$ cat src/rtl/grf_writeback_sink.sv
// grf_writeback_sink: 32x32 register file fed by W stage, with commit trace and write counter.
// Optional GRF_BYPASS_EN enables same-cycle write-to-read forwarding.
module grf_writeback_sink #(
  parameter int          NREG     = 32,
  parameter logic [31:0] RESET_PC = 32'h0000_3000
) (
  input  logic        clk,
  input  logic        reset,
  input  logic [31:0] W_PC,
  input  logic        regw_enable,
  input  logic [4:0]  regw_adr,
  input  logic [31:0] reg_write,
  input  logic [4:0]  rs_adr,
  input  logic [4:0]  rt_adr,
  output logic [31:0] rs_data,
  output logic [31:0] rt_data,
  output logic        commit_valid,
  output logic [31:0] commit_pc,
  output logic [4:0]  commit_adr,
  output logic [31:0] commit_data,
  output logic [31:0] write_count
);

  logic [31:0] regs [NREG];
  logic        we_eff;

  assign we_eff = regw_enable && (regw_adr != 5'd0);

  always_ff @(posedge clk) begin
    if (!reset) begin
      for (int i = 0; i < NREG; i++) regs[i] <= '0;
    end else if (we_eff) begin
      regs[regw_adr] <= reg_write;
    end
  end

  always_ff @(posedge clk) begin
    if (!reset) begin
      commit_valid <= 1'b0;
      commit_pc    <= RESET_PC;
      commit_adr   <= 5'd0;
      commit_data  <= '0;
      write_count  <= '0;
    end else begin
      commit_valid <= we_eff;
      if (we_eff) begin
        commit_pc   <= W_PC;
        commit_adr  <= regw_adr;
        commit_data <= reg_write;
        write_count <= write_count + 32'd1;
      end
    end
  end

  // $0 is never stored, so reads of it are forced to zero here.
  always_comb begin
    rs_data = (rs_adr == 5'd0) ? 32'h0 : regs[rs_adr];
    rt_data = (rt_adr == 5'd0) ? 32'h0 : regs[rt_adr];
`ifdef GRF_BYPASS_EN
    if (reset && we_eff && (regw_adr == rs_adr)) rs_data = reg_write;
    if (reset && we_eff && (regw_adr == rt_adr)) rt_data = reg_write;
`endif
  end

endmodule

$ cat config.mk
export PLATFORM = sky130hd
export DESIGN_NAME = grf_writeback_sink
export DESIGN_NICKNAME = d
export VERILOG_FILES = /design/src/rtl/grf_writeback_sink.sv
export SDC_FILE = /design/constraint.sdc
export NUM_CORES = 2
export LEC_CHECK = 0
export BUFFER_PORTS_ARGS = -buffer_cell sky130_fd_sc_hd__clkbuf_2
export CELL_PAD_IN_SITES_DETAIL_PLACEMENT = 2
export CELL_PAD_IN_SITES_GLOBAL_PLACEMENT = 2
export CORE_ASPECT_RATIO = 0.9
export CORE_MARGIN = 4
export CORE_UTILIZATION = 49
export CTS_CLUSTER_SIZE = 30
export DETAILED_ROUTE_END_ITERATION = 10
export PLACE_DENSITY = 0.92
export SKIP_CTS_REPAIR_TIMING = 1
export SYNTH_ARGS = -nofsm -noshare
export SYNTH_HDL_FRONTEND = slang
export SYNTH_SLANG_ARGS = --single-unit
$ cat constraint.sdc
create_clock -name clk -period 9.2 [get_ports clk]
set_input_delay 0.46 -clock clk [delete_from_list [all_inputs] [get_ports clk]]
set_output_delay 0.46 -clock clk [all_outputs]
set_load 0.05 [all_outputs]
==> results.md <==
- Number of flops mapped to enable cells by yosys: 1024
- Die W: 371.9 um
- Synth Cell Area: about 60000 sq um
- Syn Area/Cell: 14.09 sq um
- Core Region: 117600 sq um
- Slew headroom: -0.2027
- Drc violations: 0
- Die Y: about 340 um
- Starting Density: 0.4964
- CTS tree: built
- Critical path type: in -> out
- Clk_skew: ~42 ps
- Vias after detailed routing: around 48000
- Commonest non-fill, non-tap cell in the layout: edfxtp_1
- Total die area: 124800 sq um
- Sequential share of the synthesized area: 0.5615
- Max Freq: 176.1 MHz
- Total CTS buffers: 118
- Final weighted congestion in routability-driven placement: around 0.88
- Cell Chain, Critical Path: buf_4 > clkinv_2 > nor2_4 > a22oi_1 > a311oi_1 > clkbuf_2
- Root Driver: clkbuf_16
- Register Area: 32790 sq um
- DR vias/cell: 8.138
- Setup TNS: 0 ps
- Pwr Density: between 200 and 250 nW/um^2
- FP Rows: between 100 and 150
- Post-DRT Antenna Nets: 0
- Total Routing Usage GR: 0.4468
- R2r endpoint: write_count[26]
- Routed WL: roughly 310 mm
- Slew @ Worst Pin: 1785 ps
- Clock Latency Late Sink: 800 ps
- Dominant synthesized flop cell: edfxtp_1
- Synthesis-to-layout area growth: 12.05%
- H-Tree Depth: 3
- WHS: -10.85 ps
- CP max stage delay: 1340 ps
- Hold Path Sink: commit_pc[14]
- Fin crit share: 0.6174
- Global-route wire length before repair: ~400 mm
- Share of layout cells above drive strength 1: 0.2602
- Filler cells: 10266
- Min Tclk post-route: 5680 ps
- Async SR Flop Fraction: 0
- Commonest non-fill, non-tap cells in the layout: edfxtp_1 (1024), and2_1 (995), mux4_2 (448)
- RSZ-0062 raised after global routing: false
- First DRT Iteration DRCs: about 9600
- Routed len/inst: around 53 um
- R2R setup slack: 6210 ps
- Clock sink count: about 1100
- Yosys reg bits: about 1100
- Gr ovfl total: 0
- CP max stage cell: a311oi_1
- Layout net count: 4314
- Hold Crit Depth: 3
- Hold Crit Start: W_PC[14]
- Post-synth top area cell: edfxtp_1
- Status: complete, but fails checks
- DP Wirelength: about 160 mm
- Max cap viols: 10
- Crit path max-delay family: buffers and inverters
- Area of the multi-input gates: 24410 sq um
- Maximum VDD drop: 0.1915 mV
- Final setup violating endpoints: 0
- Synth area leaders: edfxtp_1 (53%), mux4_2 (17%), and2_1 (11%), dfxtp_1 (3.5%), mux2i_1 (2.2%)
- Tot Pwr: roughly 13 mW
- Vias in the first global route: 47883
- Share of the synthesized area in the top cell type: 0.5266
- Startpoint Class: input port
- Worst setup EP type: output pin
- CP Max Fanout: 29
- Number of cells produced by synthesis: 4143
- Worst flop-to-flop path startpoint: write_count[6]
- I/O Pins: around 250
- Leakage power: between 20 and 25 nW
- Critical path arrival: about 5200 ps
- Final Slew Violations: 16
- Final hold violation count: 1
- Clock-pin slew on the worst setup and hold paths: 70 ps
- Worst path bufs/invs: 3
- Worst R2R Path Depth: 4
- Failing checks: hold timing, capacitance limit, slew limit
- Initial antenna violation count: 50
- Largest net degree at the start of global routing: 118
- IO Port Bufs: 247
- Warnings from Yosys: 0
- TritonRoute pass-1 iters: 7
- Min-Delay Path Class: in -> reg
- Synth cell types: 57
- Worst Path Required: 8740 ps
- CTS Buffer Depth: 3
==> layer usage <==
layer / vias to the layer above / GRT usage / wire, um
met4: 30 / 0.3315 / 37100
met2: 5853 / 0.7108 / 137400
met1: 24236 / 0.5186 / 93950
li1: 15927 / - / -
met3: 2218 / 0.1237 / 43750
met5: - / 0.005385 / 358
==> cell usage after synthesis (all sizes together), types with 67 or more instances <==
cell type	instances
nor2b	68
nand2	237
mux4	448
dfxtp	102
and2	995
a22oi	67
o21ai	126
clkbuf	322
edfxtp	1024
buf	118
a21oi	85
mux2i	128
==> layout make-up <==
class | count | area share
Multi-Input combinational cell | 2600 | 0.3730
Antenna cell | 26 | 0.0009944
Timing Repair Buffer | 377 | 0.03618
Sequential cell | 1126 | 0.5012
Clock inverter | 66 | 0.008012
Tap cell | 1573 | 0.03008
Inverter | 8 | 0.0005354
Clock buffer | 155 | 0.05001
==> report_power, final <==
group	leakage (nW)	internal [mW]	switching (mW)
sequential	10.6	5.86	0.294
clock	1.86	2.70	2.52
combinational	10.1	0.573	1.33
total	22.6	9.13	4.14
==> sequential cells by signal, indices dropped and copies added (netlist names) <==
register / flops
commit_pc: 32
commit_adr: 5
commit_data: 32
commit_valid: 1
write_count: 32
regs: 1024
==> worst max path at each step <==
stage	startpoint	to	slack, ps	depth (start not counted)
5_1_grt	rs_adr[1]	rs_data[3]	3580	7
3_5_place_dp	rs_adr[1]	rs_data[5]	4080	8
2_1_floorplan	regw_adr[4]	regs[4][0]	5190	4
3_3_place_gp	rs_adr[1]	rs_data[5]	4180	8
4_1_cts	rs_adr[1]	rs_data[5]	4030	8
6_report	rt_adr[0]	rt_data[20]	3520	6
==> kinds of logic after synthesis <==
| kind of cell | Yosys count | share of synthesized area |
|---|---|---|
| xor+xnor | 7 | 0.001050 |
| compound gates | 495 | 0.05774 |
| buf+inv | 448 | 0.03130 |
| mux | 640 | 0.2071 |
| simple gates | 1425 | 0.1410 |
| fa+ha+maj | 1 | 0.0002142 |
| flops | 1126 | 0.5615 |
| other cells | 1 | 0.00006422 |
==> metrics by stage <==
stage,hold WS [ps],worst slack (ps),area [sq um],cells,utilization
floorplan,584.2,5193,58510,4174,-
global placement,440.9,4183,61280,5656,0.5210
detailed placement,453.6,4076,61280,5656,0.5210
CTS,-112.1,4030,65080,5877,0.5533
global route,1.736,3584,65390,5914,0.5559
finish,-10.85,3520,65430,5931,0.5563
==> worst register-to-register path, stage by stage (launching register included) <==
cell and delay [ps]:
dfxtp_1 580, nand4_2 380, a2111o_1 860, or4_1 700, a21oi_1 360
(Power assumes the default switching activity.)
